==> config.mk <==
export PLATFORM = sky130hd
export DESIGN_NAME = zorro2_autoconfig_chain
export DESIGN_NICKNAME = d
export VERILOG_FILES = /design/src/rtl/zorro2_autoconfig_chain.sv
export SDC_FILE = /design/constraint.sdc
export NUM_CORES = 1
export LEC_CHECK = 0
export ABC_CLOCK_PERIOD_IN_PS = 2500
export CAP_MARGIN = 20
export CORE_ASPECT_RATIO = 0.75
export CORE_MARGIN = 1
export CORE_UTILIZATION = 44
export DETAILED_ROUTE_END_ITERATION = 8
export GPL_TIMING_DRIVEN = 0
export PLACE_DENSITY = 0.86
export RECOVER_POWER = 25
export SKIP_LAST_GASP = 1
export SYNTH_ARGS = -nofsm -noshare
export SYNTH_HDL_FRONTEND = slang
export SYNTH_SLANG_ARGS = --single-unit
export TNS_END_PERCENT = 5
==> constraint.sdc <==
create_clock -name CLK -period 2.5 [get_ports CLK]
set_input_delay 0.5 -clock CLK [delete_from_list [all_inputs] [get_ports CLK]]
set_output_delay 0.5 -clock CLK [all_outputs]
set_load 0.1 [all_outputs]
==> src/rtl/zorro2_autoconfig_chain.sv <==
// Zorro II AutoConfig engine offering NUM_BOARDS logical boards in sequence on one card.
// Returns config nibbles, latches each board's base address and decodes per-board address hits.

module zorro2_ac_hit (
  input  logic [7:0] addr_hi,
  input  logic [7:0] base,
  input  logic [2:0] size,
  input  logic       configured,
  output logic       hit
);
  logic [7:0] mask;

  // Boards are naturally aligned, so only the bits above the board size take part.
  always_comb begin
    case (size)
      3'b000:  mask = 8'h80;
      3'b001:  mask = 8'hFF;
      3'b010:  mask = 8'hFE;
      3'b011:  mask = 8'hFC;
      3'b100:  mask = 8'hF8;
      3'b101:  mask = 8'hF0;
      3'b110:  mask = 8'hE0;
      default: mask = 8'hC0;
    endcase
  end

  assign hit = configured && (((addr_hi ^ base) & mask) == 8'h00);
endmodule

module zorro2_autoconfig_chain #(
  parameter int                          NUM_BOARDS   = 2,
  parameter logic [15:0]                 MFG_ID       = 16'h07DB,
  parameter logic [7:0]                  PROD_ID_BASE = 8'd74,
  parameter logic [31:0]                 SERIAL       = 32'd421,
  parameter logic [3*NUM_BOARDS-1:0]     BOARD_SIZE   = '0,
  parameter logic [NUM_BOARDS-1:0]       BOARD_MEM    = '1,
  parameter logic [NUM_BOARDS-1:0]       BOARD_ROM    = '0,
  parameter logic [15:0]                 ROM_VECTOR   = 16'h8000
) (
  input  logic                    CLK,
  input  logic                    RESET_n,
  input  logic [23:1]             ADDR,
  input  logic                    AS_n,
  input  logic                    RW,
  input  logic [3:0]              DIN,
  input  logic                    CFGIN_n,
  input  logic                    enable,
  input  logic                    data_phase,
  output logic [3:0]              DOUT,
  output logic                    dtack,
  output logic                    CFGOUT_n,
  output logic                    ac_cycle,
  output logic [NUM_BOARDS-1:0]   configured,
  output logic [8*NUM_BOARDS-1:0] base,
  output logic [NUM_BOARDS-1:0]   hit
);
  logic [2:0]                  idx;
  logic [3:0]                  pend_lo;
  logic                        served, done, serve, chain;
  logic [NUM_BOARDS-1:0][7:0]  base_q;
  logic [2:0]                  cur_size;
  logic                        cur_mem, cur_rom;
  logic [7:0]                  prod, rg;
  logic [3:0]                  rd_nib;
  logic                        unused_addr;

  assign unused_addr = ^ADDR[15:9];

  assign done     = (32'(idx) == 32'(NUM_BOARDS));
  assign ac_cycle = (ADDR[23:16] == 8'hE8) && !CFGIN_n && !done && enable;
  assign serve    = data_phase && ac_cycle && !served;
  assign rg       = ADDR[8:1];
  assign prod     = PROD_ID_BASE + {5'b0, idx};
  assign chain    = (32'(idx) < 32'(NUM_BOARDS - 1));
  assign base     = base_q;

  always_comb begin
    cur_size = 3'b000;
    cur_mem  = 1'b0;
    cur_rom  = 1'b0;
    for (int i = 0; i < NUM_BOARDS; i++) begin
      if (idx == 3'(i)) begin
        cur_size = BOARD_SIZE[3*i +: 3];
        cur_mem  = BOARD_MEM[i];
        cur_rom  = BOARD_ROM[i];
      end
    end
  end

  // Everything past the first two registers is returned inverted on the bus.
  always_comb begin
    rd_nib = 4'hF;
    case (rg)
      8'h00:        rd_nib = {2'b11, cur_mem, cur_rom};
      8'h01:        rd_nib = {chain, cur_size};
      8'h02:        rd_nib = ~prod[7:4];
      8'h03:        rd_nib = ~prod[3:0];
      8'h04:        rd_nib = ~4'b0000;
      8'h20, 8'h21: rd_nib = 4'h0;
      default:      ;
    endcase
    for (int k = 0; k < 4; k++) begin
      if (rg == 8'h08 + 8'(k)) rd_nib = ~MFG_ID[15-4*k -: 4];
      if (rg == 8'h14 + 8'(k)) rd_nib = cur_rom ? ~ROM_VECTOR[15-4*k -: 4] : 4'hF;
    end
    for (int k = 0; k < 8; k++)
      if (rg == 8'h0C + 8'(k)) rd_nib = ~SERIAL[31-4*k -: 4];
  end

  always_ff @(posedge CLK or negedge RESET_n) begin
    if (!RESET_n) begin
      DOUT       <= 4'h0;
      dtack      <= 1'b0;
      CFGOUT_n   <= 1'b1;
      configured <= '0;
      base_q     <= '0;
      idx        <= 3'd0;
      pend_lo    <= 4'h0;
      served     <= 1'b0;
    end else begin
      dtack <= serve;
      if (serve)     served <= 1'b1;
      else if (AS_n) served <= 1'b0;
      // Chain only moves between bus cycles, so the next card never sees a half-finished cycle.
      if (AS_n) CFGOUT_n <= !done;
      if (serve) begin
        if (RW) DOUT <= rd_nib;
        else begin
          case (rg)
            8'h25: pend_lo <= DIN;
            8'h24: begin
              for (int i = 0; i < NUM_BOARDS; i++) begin
                if (idx == 3'(i)) begin
                  base_q[i]     <= {DIN, pend_lo};
                  configured[i] <= 1'b1;
                end
              end
              idx <= idx + 3'd1;
            end
            8'h26:   idx <= idx + 3'd1;
            default: ;
          endcase
        end
      end
    end
  end

  for (genvar g = 0; g < NUM_BOARDS; g++) begin : g_hit
    zorro2_ac_hit u_hit (
      .addr_hi    (ADDR[23:16]),
      .base       (base_q[g]),
      .size       (BOARD_SIZE[3*g +: 3]),
      .configured (configured[g]),
      .hit        (hit[g])
    );
  end
endmodule
* After elaboration in Yosys (flattened, before gate mapping)
Cells that the tools add are included.
Cells by class: add/sub/neg operators 2, $lt $le $gt $ge 1, eq/ne operators 27, muxes and demuxes 21, bitwise gates (word level) 5, reduce and logical (&&, ||, !) cells 22
Operators by type and width (count):
- 8-bit by 4-bit equality test with 1-bit output (second input constant) | 8
- 8-bit by 5-bit equality test with 1-bit output (second input constant) | 8
- 4-bit 2-to-1 mux | 16
- 8-bit by 6-bit equality test with 1-bit output (second input constant) | 5
- 8-bit logical NOT | 3
- 4-bit one-hot mux with 5 select lines | 1
- 8-bit by 2-bit equality test with 1-bit output (second input constant) | 2
- 8-bit bitwise XOR | 2
- 7-bit by 3-bit adder with 8-bit output (first input constant) | 1
- 8-bit by 1-bit equality test with 1-bit output (second input constant) | 1
- 8-bit equality test (second input constant) | 1
- 4-bit NOT | 2
- 4-bit AND reduction | 2
- 1-bit logical AND | 7
- 3-bit AND reduction | 2
- 1-bit 2-to-1 mux | 4
- 2-bit OR reduction | 2
- 3-bit by 1-bit adder with 3-bit output (second input constant) | 1
- 3-bit by 1-bit equality test with 1-bit output (second input constant) | 1
- 3-bit by 2-bit equality test with 1-bit output (second input constant) | 1
- 1-bit logical NOT | 3
- 3-bit logical NOT | 1
- 3-bit by 1-bit < comparator with 1-bit output (second input constant) | 1
- 2-bit AND reduction | 1
- other kinds (2) | 2
Word-level totals: flip-flop bits (word level) 32, input bits 34, logic and storage cells 88

* Depth between registers and ports, before layout
Gate-level depths: netlist of run 1.
depth in word-level cells 20, gate-level depth with buffers 7, mapped depth without buffers 7

* By module
From an unflattened synthesis of run 1, not the netlist that was laid out.
Unflattened totals: cell total of the unflattened synthesis 195, area total of the unflattened synthesis 1993.2 µm²
By module, submodules not included:
- zorro2_autoconfig_chain | instances 1, cells an instance 155, area each 1712.9 µm², seq. area each 802.0 µm²
- zorro2_ac_hit | instances 2, cells an instance 20, area each 140.1 µm², seq. area each 0.0 µm²

* Worst setup path before layout of run 1
No wires, ideal clock.
kind in2reg, from input port ADDR[16] (netlist name), to register DOUT[0], library setup time 0.126 ns, arrival time 2.780 ns, required time 2.374 ns, slack -0.406 ns, stages on the path 5, path through or4b_1 > or4_4 > inv_1 > nand3_1 > mux2_2
Between the ends: cells in the longest elaborated chain, start to end 7
Ends and longest elaborated chain:
- start: declaration | line 42 | input logic [23:1] ADDR,
- 8-bit equality test | line 70 | assign ac_cycle = (ADDR[23:16] == 8'hE8) && !CFGIN_n && !done && enable;
- 1-bit logical AND (3 in a row) | line 70
- named net ac_cycle | line 52 | output logic ac_cycle,
- 1-bit logical AND (2 in a row) | line 71 | assign serve = data_phase && ac_cycle && !served;
- 2-bit AND reduction (no line)
- end signal: assignment | line 127 | if (RW) DOUT <= rd_nib;
- end: declaration | line 49 | output logic [3:0] DOUT,
The timed path passes the listed nets, and every way through them passes these cells. A chain may end at the register's enable or synchronous reset.

* Worst setup path after layout of run 1
from input port ADDR[5] (netlist name), to register base_q (netlist bit base[4])
Between the ends: cells in the longest elaborated chain, start to end 2
Ends and longest elaborated chain:
- 8-bit by 6-bit equality test with 1-bit output | line 129 | case (rg)
- 4-bit AND reduction (no line)
- end signal: indexed assignment | line 134 | base_q[i] <= {DIN, pend_lo};
- end: declaration | line 60 | logic [NUM_BOARDS-1:0][7:0] base_q;
No other way between the ends.

==> flow_summary_export.csv, run 1 <==
group,metric,value,unit
run_status,status,"finished, violations left",
run_status,violations,"negative setup slack",
grt,grt_max_degree,23,
worst_setup_path,end_kind,"flop",
timing,fin_skew,0.004433,ns
timing,fin_crit_sh,1.091,
layout,antenna_cells,0,
timing,rsz0062_at_grt,"true",
cts,cts_buffers,5,
route,ant_nets,0,
logic_synthesis,synth_edf_count,0,
timing,worst_slack,-0.2284,ns
placement,placedCellCount,245,
route,vias_per_cell,5.296,
timing,slew_viol_final,0,
logic_synthesis,async_reset_ff_frac,1.000,
worst_setup_path,crit_family,"simple AND/OR/NAND/NOR gates",
route,drtPass1Iterations,4,
layout,layout.cells.non_filler,257,
layout,fin_area,2469,µm²
cts,clock_sinks,32,
power_and_ir_drop,powerDensity,444.8,nW/µm²
timing,max_slew_margin,0.2306,
cts,clockBufferDepth,2,
route,num_vias,1361,
hold_path,worstHoldPathType,"reg -> reg",
logic_synthesis,ys_top_cells_by_area,"dfrtp_1 46%, mux2_2 11%, mux2_4 7.1%, ha_1 4.4%, xnor2_1 2.6%",
floorplan,io_pins,61,
floorplan,placementRows,19,
logic_synthesis,ys.flop_type,"dfrtp_1",
grt,grt_first_pass_wirelength,6306,µm
logic_synthesis,yosys.area.top_type_share,0.4555,
power_and_ir_drop,irDropWorstVdd,0.2673,mV
cts,clk_pin_slew_worst_paths,0.06,ns
cts,cts_max_level,2,
logic_synthesis,ys_types,38,
placement,place_area,2336,µm²
timing,worst_pin_slew,1.154,ns
route,drt_first_iter_violations,44,
floorplan,dieHeight,55.88,µm
route,wl_per_cell,15.19,µm
worst_setup_path,crit_type,"in -> reg",
timing,timing.final.crit_period,2.728,ns
layout,layout-drive-gt1-share,0.2780,
worst_setup_path,path_buf_inv,2,
cts,cts_tree,"built",
timing,max_freq,366.5,MHz
placement,gp_congestion,0.8736,
timing,finalSetupViolCount,22,
logic_synthesis,synth_area,1703,µm²
floorplan,coreArea,3685,µm²
job,maxCapViolCount,0,
layout,final_common_cell,"clkdlybuf4s50_1",
placement,dpl.hpwl,2942,µm
floorplan,initial_core_util,0.4621,
worst_setup_path,slowest_delay,0.56,ns
logic_synthesis,ys_seq_area_frac,0.4710,
grt,track_usage,0.2042,
layout,final_cell_mix,"44 x clkdlybuf4s50_1, 31 x dfrtp_1, 17 x mux2_2",
worst_setup_path,worstPathArrival,2.89,ns
grt,grt_pass1_vias,1362,
worst_setup_path,crit_fanout,9,
layout,final_nets,244,
cts,hold_buffers,0,
worst_setup_path,reg2reg_setup_slack,-0.05,ns
worst_setup_path,worstPathRequired,2.66,ns
power_and_ir_drop,p_leak,1.130,nW
floorplan,dieArea,4126,µm²
logic_synthesis,synthCells,140,
grt,grt_overflow,0,
grt,antenna_found_initial,0,
logic_synthesis,yosysTopAreaCell,"dfrtp_1",
cts,clockRootBuffer,"clkbuf_8",
layout,area_delta_synth_final,44.97,%
placement,port_buffers,52,
worst_setup_path,cpMostUsedCell,"or4_4",
timing,timing_hold_violations_final,0,
logic_synthesis,ys_seq_elements,32,
worst_setup_path,crit_chain,"clkdlybuf4s50_1 > or4_4 > or3_4 > or4_4 > buf_8 > mux2_4",
cts,insertion_delay,0.28,ns
worst_setup_path,cpMaxStageDelayCell,"or4_4",
logic_synthesis,synth_nets,180,
worst_setup_path,startpoint_type,"input pin",
logic_synthesis,ys_warn_count,0,
floorplan,die_w,73.84,µm
route,drc,0,
route,wirelength,3904,µm
logic_synthesis,syn_area_per_cell,12.16,µm²
worst min-delay path, stage by stage, from the launching register on:
cell and delay (ns):
dfstp_2 0.37, nor2_1 0.08, a21oi_1 0.05
cell type report:
| class | count | area (µm²) |
|---|---|---|
| Buffer | 8 | 56.30 |
| Clock buffer | 6 | 72.57 |
| Clock inverter | 2 | 35.03 |
| Fill cell | 275 | 1216 |
| Inverter | 8 | 33.78 |
| Multi-Input combinational cell | 92 | 844.6 |
| Sequential cell | 32 | 802.0 |
| Tap cell | 52 | 65.06 |
| Timing Repair Buffer | 57 | 559.3 |
metal layers:
layer | global-route usage | wire, µm
met5 | 0 | 0
met4 | 0.06044 | 44
met3 | 0.06522 | 284
met2 | 0.3277 | 1843
met1 | 0.2634 | 1732
per-stage QoR:
step | utilization | setup TNS (ns) | power [W] | hold WS (ns) | setup slack, ns
after CTS | 0.6733 | -3.585 | 0.001115 | 0.4978 | -0.2137
after global placement | 0.6265 | -14.69 | 0.0006250 | 0.4685 | -1.275
final | 0.6699 | -3.420 | 0.001098 | 0.4936 | -0.2284
after floorplan | - | -0.09864 | 0.0005655 | 0.2044 | -0.01247
after global routing | 0.6699 | -4.456 | 0.001140 | 0.5106 | -0.2652
after detailed placement | 0.6340 | -16.10 | 0.0006342 | 0.4832 | -1.273
logic make-up (layout without fill, tap and decap cells):
kind of cell,count (synthesis),in the layout,synth area share
xor gates and xnor gates,5,5,0.02572
muxes,26,26,0.1888
adders and majority gates,6,6,0.04408
AOI/OAI and AO/OA,15,15,0.06025
DFF,32,32,0.4710
and+or+nand+nor,40,40,0.1616
buffers and inverters,16,81,0.04849
power breakdown:
group | total, W | switching [W] | internal [W]
combinational | 0.0000999 | 0.0000497 | 0.0000502
clock | 0.000479 | 0.000183 | 0.000295
sequential | 0.000519 | 0.000000450 | 0.000519
cell usage after synthesis (4+ instances only):
cell type / n
ha_1: 6
buf_4: 4
nand2b_1: 5
inv_1: 8
nor2b_1: 4
xnor2_1: 5
nand2_1: 4
mux2_4: 8
nor2_1: 4
mux2_2: 17
o21ai_0: 5
dfrtp_1: 31
state kept, by name, summed over array words and instances (netlist names):
| name | cells |
|---|---|
| pend_lo | 4 |
| base | 16 |
| DOUT | 4 |
| idx | 3 |
| CFGOUT_n | 1 |
| served | 1 |
| dtack | 1 |
| configured | 2 |
worst paths after layout:
kind | from | endpoint | depth (start not counted)
min | CFGOUT_n$_DFFE_PN1P_ | CFGOUT_n$_DFFE_PN1P_ | 2
max | ADDR[5] | base[4]$_DFFE_PN0P_ | 6
min in group asynchronous | RESET_n | served$_DFFE_PN0P_ | 1
max reg2reg | idx[0]$_DFFE_PN0P_ | pend_lo[2]$_DFFE_PN0P_ | 6
max in group asynchronous | RESET_n | DOUT[0]$_DFFE_PN0P_ | 2
min reg2reg | CFGOUT_n$_DFFE_PN1P_ | CFGOUT_n$_DFFE_PN1P_ | 2
timing repair:
action                     CTS  global route
pin swaps                    4             2
resized for setup           19             3
setup endpoints to repair   26            24
setup buffers                3             1
No activity file was read; power rests on OpenSTA's default activity.
==> run 2, diff against run 1 <==
--- a/config.mk
+++ b/config.mk
@@ -14,6 +14,7 @@
 export GPL_TIMING_DRIVEN = 0
 export PLACE_DENSITY = 0.86
 export RECOVER_POWER = 25
+export REMOVE_ABC_BUFFERS = 1
 export SKIP_LAST_GASP = 1
 export SYNTH_ARGS = -nofsm -noshare
 export SYNTH_HDL_FRONTEND = slang
==> run 2 against run 1 <==
- the flow still finishes with violations (negative setup slack)
- die area unchanged
- critical path depth decreased by 1
- combinational power decreased by 0.8%
- wire length increased by 4.4%
- total power increased by 0.32%
- sequential share of layout area increased by 1.0 points
- via count decreased by 1.8%
- first-iteration DRC count increased by 86%
- critical path type unchanged
- largest power group unchanged
==> flow_summary_export.csv, run 2 (synthesized netlist as in run 1, its figures left out) <==
group,metric,value,unit
grt,grt_overflow,0,
grt,grt_pass1_vias,1363,
placement,dpl.hpwl,3032,µm
timing,max_freq,382.5,MHz
worst_setup_path,critPathLaunch,"ADDR[20]",
layout,area_delta_synth_final,40.48,%
timing,worst_slack,-0.1142,ns
grt,grt_first_pass_wirelength,6534,µm
worst_setup_path,crit_fanout,5,
floorplan,dieHeight,55.88,µm
cts,cts_buffers,5,
floorplan,initial_core_util,0.4621,
route,drt_first_iter_violations,82,
power_and_ir_drop,p_leak,1.095,nW
cts,cts_max_level,2,
route,num_vias,1336,
layout,fin_area,2392,µm²
job,maxCapViolCount,0,
route,vias_per_cell,5.365,
route,drc,0,
placement,gp_congestion,0.8391,
worst_setup_path,reg2reg_setup_slack,-0.06,ns
route,ant_nets,0,
worst_setup_path,reg2reg_depth,6,
placement,placedCellCount,238,
grt,grt_max_degree,21,
worst_setup_path,r2r-start,"idx[0]$_DFFE_PN0P_",
worst_setup_path,worstPathRequired,2.67,ns
route,drtPass1Iterations,6,
worst_setup_path,worstPathArrival,2.78,ns
worst_setup_path,end_kind,"flop",
floorplan,die_w,73.84,µm
worst_setup_path,crit_type,"in -> reg",
cts,insertion_delay,0.28,ns
layout,final_common_cell,"clkdlybuf4s50_1",
layout,layout-drive-gt1-share,0.2487,
worst_setup_path,startpoint_type,"input pin",
floorplan,io_pins,61,
run_status,violations,"negative setup slack",
timing,worst_pin_slew,1.031,ns
run_status,status,"finished, violations left",
timing,fin_skew,0.005016,ns
layout,final_cell_mix,"43 x clkdlybuf4s50_1, 31 x dfrtp_1, 17 x mux2_2",
cts,cts_tree,"built",
hold_path,worstHoldPathType,"reg -> reg",
cts,clk_pin_slew_worst_paths,0.07,ns
worst_setup_path,r2r-end,"idx[1]$_DFFE_PN0P_",
placement,place_area,2273,µm²
layout,antenna_cells,0,
power_and_ir_drop,irDropWorstVdd,0.3307,mV
cts,clock_sinks,32,
timing,finalSetupViolCount,6,
placement,port_buffers,53,
grt,track_usage,0.2169,
floorplan,dieArea,4126,µm²
grt,antenna_found_initial,0,
floorplan,placementRows,19,
timing,rsz0062_at_grt,"true",
timing,max_slew_margin,0.3129,
timing,timing.final.crit_period,2.614,ns
cts,clockRootBuffer,"clkbuf_8",
route,wirelength,4076,µm
layout,final_nets,236,
power_and_ir_drop,powerDensity,460.5,nW/µm²
worst_setup_path,cp-endpoint,"idx[1]$_DFFE_PN0P_",
layout,largest_reg_flops,16,
timing,fin_crit_sh,1.046,
layout,layout.cells.non_filler,249,
cts,clockBufferDepth,2,
route,wl_per_cell,16.37,µm
floorplan,coreArea,3685,µm²
timing,timing_hold_violations_final,0,
timing,slew_viol_final,0,
run 2: cell count changes in the layout (fill, tap and decap cells not counted), sizes merged:
cell           before  now
clkbuf             11    8
dlygate4sd2         3    6
clkdlybuf4s50      44   43
or4                 3    4
buf                10    3
clkinvlp            1    0
dlymetal6s2s        1    0
inv                 7    8
run 2: layout make-up:
type	instances	area (µm²)
inverters	8	32.53
clock buffers	6	72.57
fillers	286	1292
well taps	52	65.06
multi-input cells	93	837.1
repair buffers	56	548.0
clock inverters	2	35.03
flip-flops and latches	32	802.0
run 2: how the worst min path moves through the flow:
stage	startpoint	to	slack (ns)	cells past startpoint
6_report	CFGOUT_n$_DFFE_PN1P_	CFGOUT_n$_DFFE_PN1P_	0.49	2
5_1_grt	base[3]$_DFFE_PN0P_	base[3]$_DFFE_PN0P_	0.53	1
4_1_cts	CFGOUT_n$_DFFE_PN1P_	CFGOUT_n$_DFFE_PN1P_	0.49	2
3_5_place_dp	CFGOUT_n$_DFFE_PN1P_	CFGOUT_n$_DFFE_PN1P_	0.48	2
3_3_place_gp	configured[0]$_DFFE_PN0P_	configured[0]$_DFFE_PN0P_	0.47	1
2_1_floorplan	RESET_n	DOUT[0]$_DFFE_PN0P_	0.20	0
run 2: per-stage QoR:
step                      utilization  total power (W)  worst slack [ns]  hold WS (ns)  setup TNS [ns]
after detailed placement       0.6170        0.0006343            -1.228        0.4798          -17.23
after global routing           0.6492         0.001146           -0.1592        0.5323         -0.7622
after floorplan                     -        0.0005599           -0.4059        0.2044          -1.867
after CTS                      0.6570         0.001118           -0.1153        0.4919         -0.3903
after global placement         0.6095        0.0006237            -1.205        0.4696          -15.50
final                          0.6492         0.001102           -0.1142        0.4903         -0.4294
run 2: per-layer routing:
| layer | vias up | GRT usage | share of wire |
|---|---|---|---|
| li1 | 614 | - | - |
| met3 | 5 | 0.09239 | 0.087 |
| met5 | - | 0 | 0 |
| met2 | 70 | 0.3460 | 0.48 |
| met1 | 647 | 0.2714 | 0.43 |
| met4 | 0 | 0.05220 | 0.0032 |
run 2: timing repair:
item | CTS | global route
hold buffers | 0 | 0
setup buffers | 2 | 0
gates cloned | 1 | 0
setup endpoints to repair | 26 | 15
gates resized for setup | 25 | 1
pin swaps | 6 | 0
run 2: report_power, final:
| group | switching (W) | internal [W] |
|---|---|---|
| Sequential | 0.000000476 | 0.000519 |
| Combinational | 0.0000502 | 0.0000490 |
| Clock | 0.000188 | 0.000295 |
run 2: critical path, cell delays in order:
cell and delay, ns:
dlygate4sd2_1 0.23, or4b_4 0.53, or4_4 0.58, nor4_1 0.54
mux2_2 0.40
==> run 3, diff against run 2 <==
--- a/config.mk
+++ b/config.mk
@@ -9,10 +9,11 @@
 export CAP_MARGIN = 20
 export CORE_ASPECT_RATIO = 0.75
 export CORE_MARGIN = 1
-export CORE_UTILIZATION = 44
+export CORE_UTILIZATION = 52
 export DETAILED_ROUTE_END_ITERATION = 8
+export DONT_BUFFER_PORTS = 1
 export GPL_TIMING_DRIVEN = 0
-export PLACE_DENSITY = 0.86
+export PLACE_DENSITY = 0.74
 export RECOVER_POWER = 25
 export REMOVE_ABC_BUFFERS = 1
 export SKIP_LAST_GASP = 1
==> run 3 against run 2 <==
- count of clock-buffer cells in the layout did not move
- the flow finishes with violations (max-capacitance violations, max-slew violations, negative setup slack)
- highest routed layer unchanged
- clock power fell by 24%
- combinational power fell by 59%
- largest power group unchanged
- total power fell by 15%
- critical path depth did not move
- non-clock buffer count fell by 52
==> flow_summary_export.csv, run 3 (synthesized netlist as in run 1, its figures left out) <==
group,metric,value,unit
floorplan,coreArea,3020,µm²
worst_setup_path,crit_type,"in -> reg",
timing,fin_skew,0.003669,ns
route,ant_nets,0,
layout,largest_reg_flops,16,
cts,clockBufferDepth,2,
job,maxCapViolCount,1,
grt,grt_first_pass_wirelength,5313,µm
worst_setup_path,cpMaxStageDelayCell,"or4_4",
worst_setup_path,reg2reg_setup_slack,0.03,ns
worst_setup_path,crit_family,"simple AND/OR/NAND/NOR gates",
placement,dpl.hpwl,2567,µm
power_and_ir_drop,irDropWorstVdd,0.3078,mV
timing,slew_viol_final,32,
run_status,violations,"max-capacitance violations, max-slew violations, negative setup slack",
cts,cts_buffers,5,
cts,insertion_delay,0.28,ns
placement,port_buffers,0,
worst_setup_path,crit_fanout,4,
floorplan,dieHeight,51.56,µm
power_and_ir_drop,powerDensity,515.3,nW/µm²
grt,grt_overflow,0,
cts,clock_sinks,32,
worst_setup_path,path_buf_inv,1,
route,num_vias,1124,
layout,final_cell_mix,"28 x dfrtp_1, 17 x mux2_2, 8 x mux2_4",
route,wirelength,3474,µm
route,vias_per_cell,6.210,
power_and_ir_drop,p_leak,0.8566,nW
cts,cts_tree,"built",
worst_setup_path,startpoint_type,"input pin",
worst_setup_path,end_kind,"flop",
timing,fin_crit_sh,1.011,
hold_path,worstHoldPathType,"in -> async",
route,drtPass1Iterations,4,
layout,area_delta_synth_final,6.393,%
floorplan,initial_core_util,0.5638,
layout,antenna_cells,0,
route,drc,0,
layout,final_common_cell,"dfrtp_1",
timing,timing_hold_violations_final,0,
floorplan,io_pins,61,
route,drt_first_iter_violations,86,
route,wl_per_cell,19.19,µm
floorplan,die_w,68.08,µm
layout,multiInputGateArea,820.8,µm²
worst_setup_path,slowest_delay,0.58,ns
timing,worst_slack,-0.02743,ns
worst_setup_path,worstPathArrival,2.69,ns
layout,regArea,805.8,µm²
timing,worst_pin_slew,1.618,ns
layout,final_nets,183,
run_status,status,"finished, violations left",
timing,timing.final.crit_period,2.527,ns
grt,grt_pass1_vias,1121,
placement,pre_cts_slack,-0.5958,ns
grt,track_usage,0.2217,
timing,rsz0062_at_grt,"true",
timing,max_slew_margin,-0.07837,
cts,clk_pin_slew_worst_paths,0.06,ns
worst_setup_path,worstPathRequired,2.67,ns
layout,layout-drive-gt1-share,0.3427,
layout,nFillCells,237,
floorplan,placementRows,17,
cts,clockRootBuffer,"clkbuf_8",
floorplan,dieArea,3510,µm²
timing,finalSetupViolCount,5,
grt,antenna_found_initial,0,
worst_setup_path,crit_chain,"or4b_1 > or4_4 > buf_4 > or4b_4 > mux2_2",
placement,gp_congestion,0.8934,
cts,cts_max_level,2,
grt,grt_max_degree,32,
timing,max_freq,395.7,MHz
timing,holdWs,0.05584,ns
-- run 3: final cells by class --
cell class | instances | share of cell area
Clock inverter | 1 | 0.002762
Sequential cell | 32 | 0.4448
Tap cell | 38 | 0.02624
Timing Repair Buffer | 4 | 0.01450
Inverter | 8 | 0.01865
Clock buffer | 6 | 0.04006
Multi-Input combinational cell | 92 | 0.4530
-- run 3: worst paths after layout --
| check | start | end | cells past startpoint |
|---|---|---|---|
| setup / recovery | ADDR[16] | pend_lo[0]$_DFFE_PN0P_ | 5 |
| hold / removal | RESET_n | CFGOUT_n$_DFFE_PN1P_ | 0 |
| setup reg to reg | idx[1]$_DFFE_PN0P_ | pend_lo[0]$_DFFE_PN0P_ | 6 |
| hold reg to reg | pend_lo[1]$_DFFE_PN0P_ | base[1]$_DFFE_PN0P_ | 1 |
| max in group asynchronous | RESET_n | idx[1]$_DFFE_PN0P_ | 1 |
| min in group CLK | AS_n | CFGOUT_n$_DFFE_PN1P_ | 1 |
-- run 3: routing by layer --
metal  GRT usage  up-vias  share of wire
met1      0.2902      544           0.45
met4     0.07639        0          0.016
met5           0        -              0
met2      0.3284       65           0.45
met3     0.09211       12          0.092
li1            -      503              -
-- run 3: stage by stage --
| stage | instance area (µm²) | instances | util | setup TNS [ns] | total power [W] |
|---|---|---|---|---|---|
| after floorplan | 1650 | 132 | - | -1.867 | 0.0005599 |
| after global placement | 1698 | 170 | 0.5621 | -4.469 | 0.0005640 |
| after detailed placement | 1698 | 170 | 0.5621 | -4.884 | 0.0005658 |
| after CTS | 1800 | 178 | 0.5961 | -0.9700 | 0.0009392 |
| after global routing | 1812 | 181 | 0.5998 | -0.2100 | 0.0009733 |
| final | 1812 | 181 | 0.5998 | -0.09801 | 0.0009336 |
-- run 3: power by group --
group	switching [W]	internal, W	total, W	leakage [nW]
logic	0.0000248	0.0000156	0.0000405	0.386
clock network	0.000178	0.000189	0.000367	0.0410
registers	0.00000762	0.000519	0.000526	0.430
total	0.000210	0.000723	0.000934	0.857
-- run 3: worst reg2reg max path, stage by stage (launching register included) --
cell	delay [ns]
dfrtp_2	0.44
ha_1	0.19
nor2b_1	0.16
or4_4	0.52
buf_4	0.17
or4b_4	0.58
mux2_2	0.29
-- run 3: timing repair --
action / CTS / global route
setup buffers: 0 / 3
hold buffers: 1 / 0
resized for setup: 2 / 5
cloned: 0 / 0
setup endpoints to repair: 16 / 28
hold endpoints to repair: 31 / 0
pin swaps: 0 / 1
==> RTL edit 1 (config.mk and constraints of run 1) <==
`NUM_BOARDS`: 2 -> 1.
--- a/src/rtl/zorro2_autoconfig_chain.sv
+++ b/src/rtl/zorro2_autoconfig_chain.sv
@@ -28,7 +28,7 @@
 endmodule
 
 module zorro2_autoconfig_chain #(
-  parameter int                          NUM_BOARDS   = 2,
+  parameter int                          NUM_BOARDS   = 1,
   parameter logic [15:0]                 MFG_ID       = 16'h07DB,
   parameter logic [7:0]                  PROD_ID_BASE = 8'd74,
   parameter logic [31:0]                 SERIAL       = 32'd421,
Interface: changed (resized base, configured and hit); port bits go from 61 to 51. The function was not compared with the original's and may differ.
==> RTL edit 1 against run 1 <==
Sequential cell count fell by 9; area after synthesis fell by 25%; critical path type unchanged; highest routed layer unchanged; total power fell by 36%; worst setup slack improved by 200 ps; the flow still finishes with violations (negative setup slack); non-clock buffer count fell by 5; final area fell by 20%; combinational power fell by 5.4%; wire length fell by 7.5%; largest cell class unchanged.
==> RTL edit 1: results (changes against run 1) <==
- Status: finished, violations left
- Failing checks: negative setup slack
- Commonest cells post-synth: dfrtp_1 (22), mux2_2 (16), nor2_1 (7), inv_1 (5)
- Wl on met1: 1432 um (-17%)
- Worst Setup SP: ADDR[18]
- Pin count of the biggest net entering global routing: 24 (+4.3%)
- Critical Path Max Stage Delay: 520 ps (-40 ps)
- H-Tree Depth: 1 (-1)
- Depth of the most critical reg-to-reg path: 8 (+2)
- First-pass GRT wire length: 5802 um (-8.0%)
- Share of layout cells above drive strength 1: 0.2604 (-0.01769)
- Wire length on met2: 1859 um (+0.87%)
- Leakage Power: 0.9089 nW (-20%)
- Port Buffer Count: 41 (-21%)
- R2R Setup Slk: 60 ps (+110 ps)
- Seq pwr share: 0.532 (+0.059)
- Maximum vdd drop: 0.0003611 V (+35%)
- Met3 Track Usage GR: 0.05425 (-0.01097)
- Int Power: 0.0005328 W (-38%)
- Placed wire-length estimate: 2331 um (-21%)
- Least-Margin Pin Slew: 1104 ps (-50.55 ps)
- Hold Path Class: input pin to async pin
- Tot GR Track Use: 0.2477 (+0.04346)
- Setup violations, final: 3 (-86%)
- DR WL/cell: 17.62 um (+16%)
- Reg2Reg Launch Point: idx[1]$_DFFE_PN0P_
- Gp weighted congestion: 0.9083 (+4.0%)
- CP max stage cell: or4b_4
- Power in the clock group: 0.000235 W (-51%)
- Reg2reg end: DOUT[2]$_DFFE_PN0P_
- Largest register FFs: 8 (-8)
- Nets: 208 (-15%)
- Met1 global-route usage: 0.2783 (+0.01488)
- Clk_skew: 9.243 ps (+4.810 ps)
- Synth cell types: 41 (+7.9%)
- Seq/Total Area, Yosys: 0.4546 (-0.01634)
- Worst Setup EP: base[0]$_DFFE_PN0P_
- Synth async-reset ratio: 1.000 (unchanged)
- Worst Slack Setup Final: -29.02 ps (+199.4 ps)
- Post-Syn Nets: 149 (-17%)
==> RTL edit 1: cell count changes after synthesis, sizes merged, moves of 3 or more <==
cell / delta
a221oi: +3
a32oi: -3
buf: -3
dfrtp: -9
inv: -3
mux2: -9
nand3: -3
nor2: +3
nor3b: +3
o21ai: -4
xnor2: -3
==> RTL edit 1: worst reg2reg max path, cell delays in order (launching register included) <==
cell	delay (ps)
dfrtp_1	380
inv_1	80
ha_1	170
nor2b_1	150
or4b_4	510
buf_8	150
buf_12	130
or3_1	430
o41ai_2	350
==> RTL edit 1: what timing repair did <==
action | 4_1_cts | 5_1_grt
hold buffers | 0 | 0
pin swaps | 7 | 2
setup endpoints to repair | 20 | 16
resized for setup | 36 | 1
gates cloned | 1 | 0
setup buffers | 8 | 3
hold endpoints to repair | 0 | 0
==> RTL edit 1: final cells by class <==
class | count | area, um2
Sequential cell | 23 | 576.8
Clock inverter | 1 | 7.507
Buffer | 6 | 41.29
Multi-Input combinational cell | 77 | 713.2
Clock buffer | 3 | 41.29
Timing Repair Buffer | 54 | 520.5
Inverter | 5 | 18.77
Tap cell | 36 | 45.04
Fill cell | 179 | 698.2
==> RTL edit 1: stage by stage <==
step           cells  utilization  setup TNS, ps
3_3_place_gp     188       0.6513         -10220
6_report         205       0.7378         -72.99
5_1_grt          205       0.7378         -243.9
4_1_cts          201       0.7246         -13.74
3_5_place_dp     188       0.6513         -11460
2_1_floorplan    111            -         -126.8
==> RTL edit 1: kinds of logic after synthesis <==
kind of cell               share of synthesized area
muxes                                         0.1578
DFF                                           0.4546
xor gates and xnor gates                     0.02762
adders and majority gates                    0.03945
buffers and inverters                        0.03649
AOI/OAI and AO/OA                            0.07200
and+or+nand+nor                               0.2120
==> RTL edit 2 (settings of run 1) <==
Without the edit above. Add an input register stage for `CFGIN_n`, with the module's reset; this delays it by one clock. The other inputs are not delayed to match.
--- a/src/rtl/zorro2_autoconfig_chain.sv
+++ b/src/rtl/zorro2_autoconfig_chain.sv
@@ -54,6 +54,17 @@
   output logic [8*NUM_BOARDS-1:0] base,
   output logic [NUM_BOARDS-1:0]   hit
 );
+
+  logic CFGIN_n_q;
+
+  always_ff @(posedge CLK or negedge RESET_n) begin
+    if (!RESET_n) begin
+      CFGIN_n_q <= '0;
+    end else begin
+      CFGIN_n_q <= CFGIN_n;
+    end
+  end
+
   logic [2:0]                  idx;
   logic [3:0]                  pend_lo;
   logic                        served, done, serve, chain;
@@ -67,7 +78,7 @@
   assign unused_addr = ^ADDR[15:9];
 
   assign done     = (32'(idx) == 32'(NUM_BOARDS));
-  assign ac_cycle = (ADDR[23:16] == 8'hE8) && !CFGIN_n && !done && enable;
+  assign ac_cycle = (ADDR[23:16] == 8'hE8) && !CFGIN_n_q && !done && enable;
   assign serve    = data_phase && ac_cycle && !served;
   assign rg       = ADDR[8:1];
   assign prod     = PROD_ID_BASE + {5'b0, idx};
Function: changed (Yosys sat finds a counterexample within 4 cycles, from zero or initial values and one cycle with RESET_n low).
==> RTL edit 2 against run 1 <==
The run ends with max-capacitance violations, max-slew violations, negative setup slack left; synthesized cell count rose by 6.4%; die area rose by 2.3%; worst setup slack improved by 8.0 ps; wire length decreased by 5.4%; sequential cell count up 1; clock skew decreased by 1.2 ps; total power rose by 0.89%; fmax is 0.30% higher; final area is 1.0% lower; area after synthesis is 2.4% higher; utilization fell by 1.5 points; count of clock-buffer cells in the layout decreased by 1; critical path type unchanged; highest routed layer unchanged.
==> RTL edit 2: results (changes against run 1) <==
- Status: finished, violations left
- Failing checks: max-capacitance violations, max-slew violations, negative setup slack
- Port Buffer Count: 51 (-1.9%)
- Pin count of the biggest net entering global routing: 34 (+48%)
- Seq/Total Area, Yosys: 0.4745 (+0.003538)
- Max_slew headroom: -0.1321 (-0.3627)
- Worst Setup SP: ADDR[16]
- Met3 wire len: 322 um (+13%)
- Post-placement setup slack: -1075 ps (+198.2 ps)
- Final slew viol count: 34 (+34)
- Reg2reg end: base[8]$_DFFE_PN0P_
- CP max stage cell: or4b_4
- Tot GR Track Use: 0.1979 (-0.006374)
- Gp weighted congestion: 0.8916 (+2.1%)
- Setup TNS: -2052 ps (+1367 ps)
- DR top layer: met4
- Post-Syn Nets: 189 (+5.0%)
- Synth top area cells: dfrtp_1 (46%), mux2_2 (16%), ha_1 (4.3%)
- Vias in the first global route: 1,329 (-2.4%)
- Post-cts repair resize count: 12 (-7)
- Starting DRC count in detailed routing: 67 (+52%)
- Leakage Power: 1.089 nW (-3.7%)
- Clk_skew: 3.195 ps (-1.238 ps)
- Post-synthesis mux area share: 0.1730 (-0.01582)
- Synth cell types: 43 (+13%)
- XOR/XNOR share of the synthesized area: 0.02010 (-0.005616)
- Worst Setup EP: idx[1]$_DFFE_PN0P_
- Share of layout cells above drive strength 1: 0.2356 (-0.04247)
- Worst Slack Setup Final: -220.4 ps (+8.043 ps)
- Hold Worst Slack: 488.5 ps (-5.104 ps)
- CP Max Fanout: 5 (-4)
- Maximum vdd drop: 0.0003442 V (+29%)
- Wl on met1: 1755 um (+1.3%)
- Setup violations, final: 11 (-50%)
- R2R Setup Slk: -150 ps (-100 ps)
- Max Cap Violations: 1 (+1)
- WL final: 3695 um (-5.4%)
- Met1 global-route usage: 0.2792 (+0.01580)
- FILL cells: 299 (+8.7%)
- Depth of the most critical reg-to-reg path: 7 (+1)
- Nets: 248 (+1.6%)
- Post-CTS Setup Bufs: 0 (-3)
- Met3 Track Usage GR: 0.07002 (+0.004801)
- Commonest cells post-synth: dfrtp_1 (32), mux2_2 (25), inv_1 (7), nor2_1 (7)
- Cell family with most CP delay: simple AND/OR/NAND/NOR gates
- Synth Area in Compound Gates: 0.06030 (about the same)
- Longest Clk Path Bufs: 2 (unchanged)
- Wire length on met2: 1561 um (-15%)
- DR WL/cell: 14.21 um (-6.4%)
- Post-DR vias/cell: 5.208 (-1.7%)
- Post-Syn Instances: 149 (+6.4%)
- Placed Instance Area: 2331 um2 (-0.21%)
- Combinational group power: 0.000100 W (about the same)
- Power in the clock group: 0.000471 W (-2%)
- First-pass GRT wire length: 6154 um (-2.4%)
- Placed wire-length estimate: 2753 um (-6.4%)
- Seq power: 0.000536 W (+3%)
==> RTL edit 2: cell types whose count changed after synthesis, moves of 3 or more <==
cell,delta
mux2_2,+8
mux2_4,-8
a32oi_1,-3
nand2_1,-3
nand4_1,+3
nor2_1,+3
nor3b_1,+3
nor4b_1,+3
==> RTL edit 2: cell type report <==
class | instances | area [um2] | share of cell area
Inverter | 7 | 26.28 | 0.01075
Timing Repair Buffer | 52 | 514.2 | 0.2104
Clock buffer | 5 | 68.82 | 0.02816
Clock inverter | 2 | 35.03 | 0.01434
Multi-Input combinational cell | 98 | 839.6 | 0.3436
Tap cell | 52 | 65.06 | 0.02663
Buffer | 11 | 67.56 | 0.02765
Sequential cell | 33 | 827.0 | 0.3385
==> RTL edit 2: worst min-delay path, stage by stage (launching register included) <==
cell	delay (ps)
dfstp_2	360
nor2_1	80
a21oi_1	50
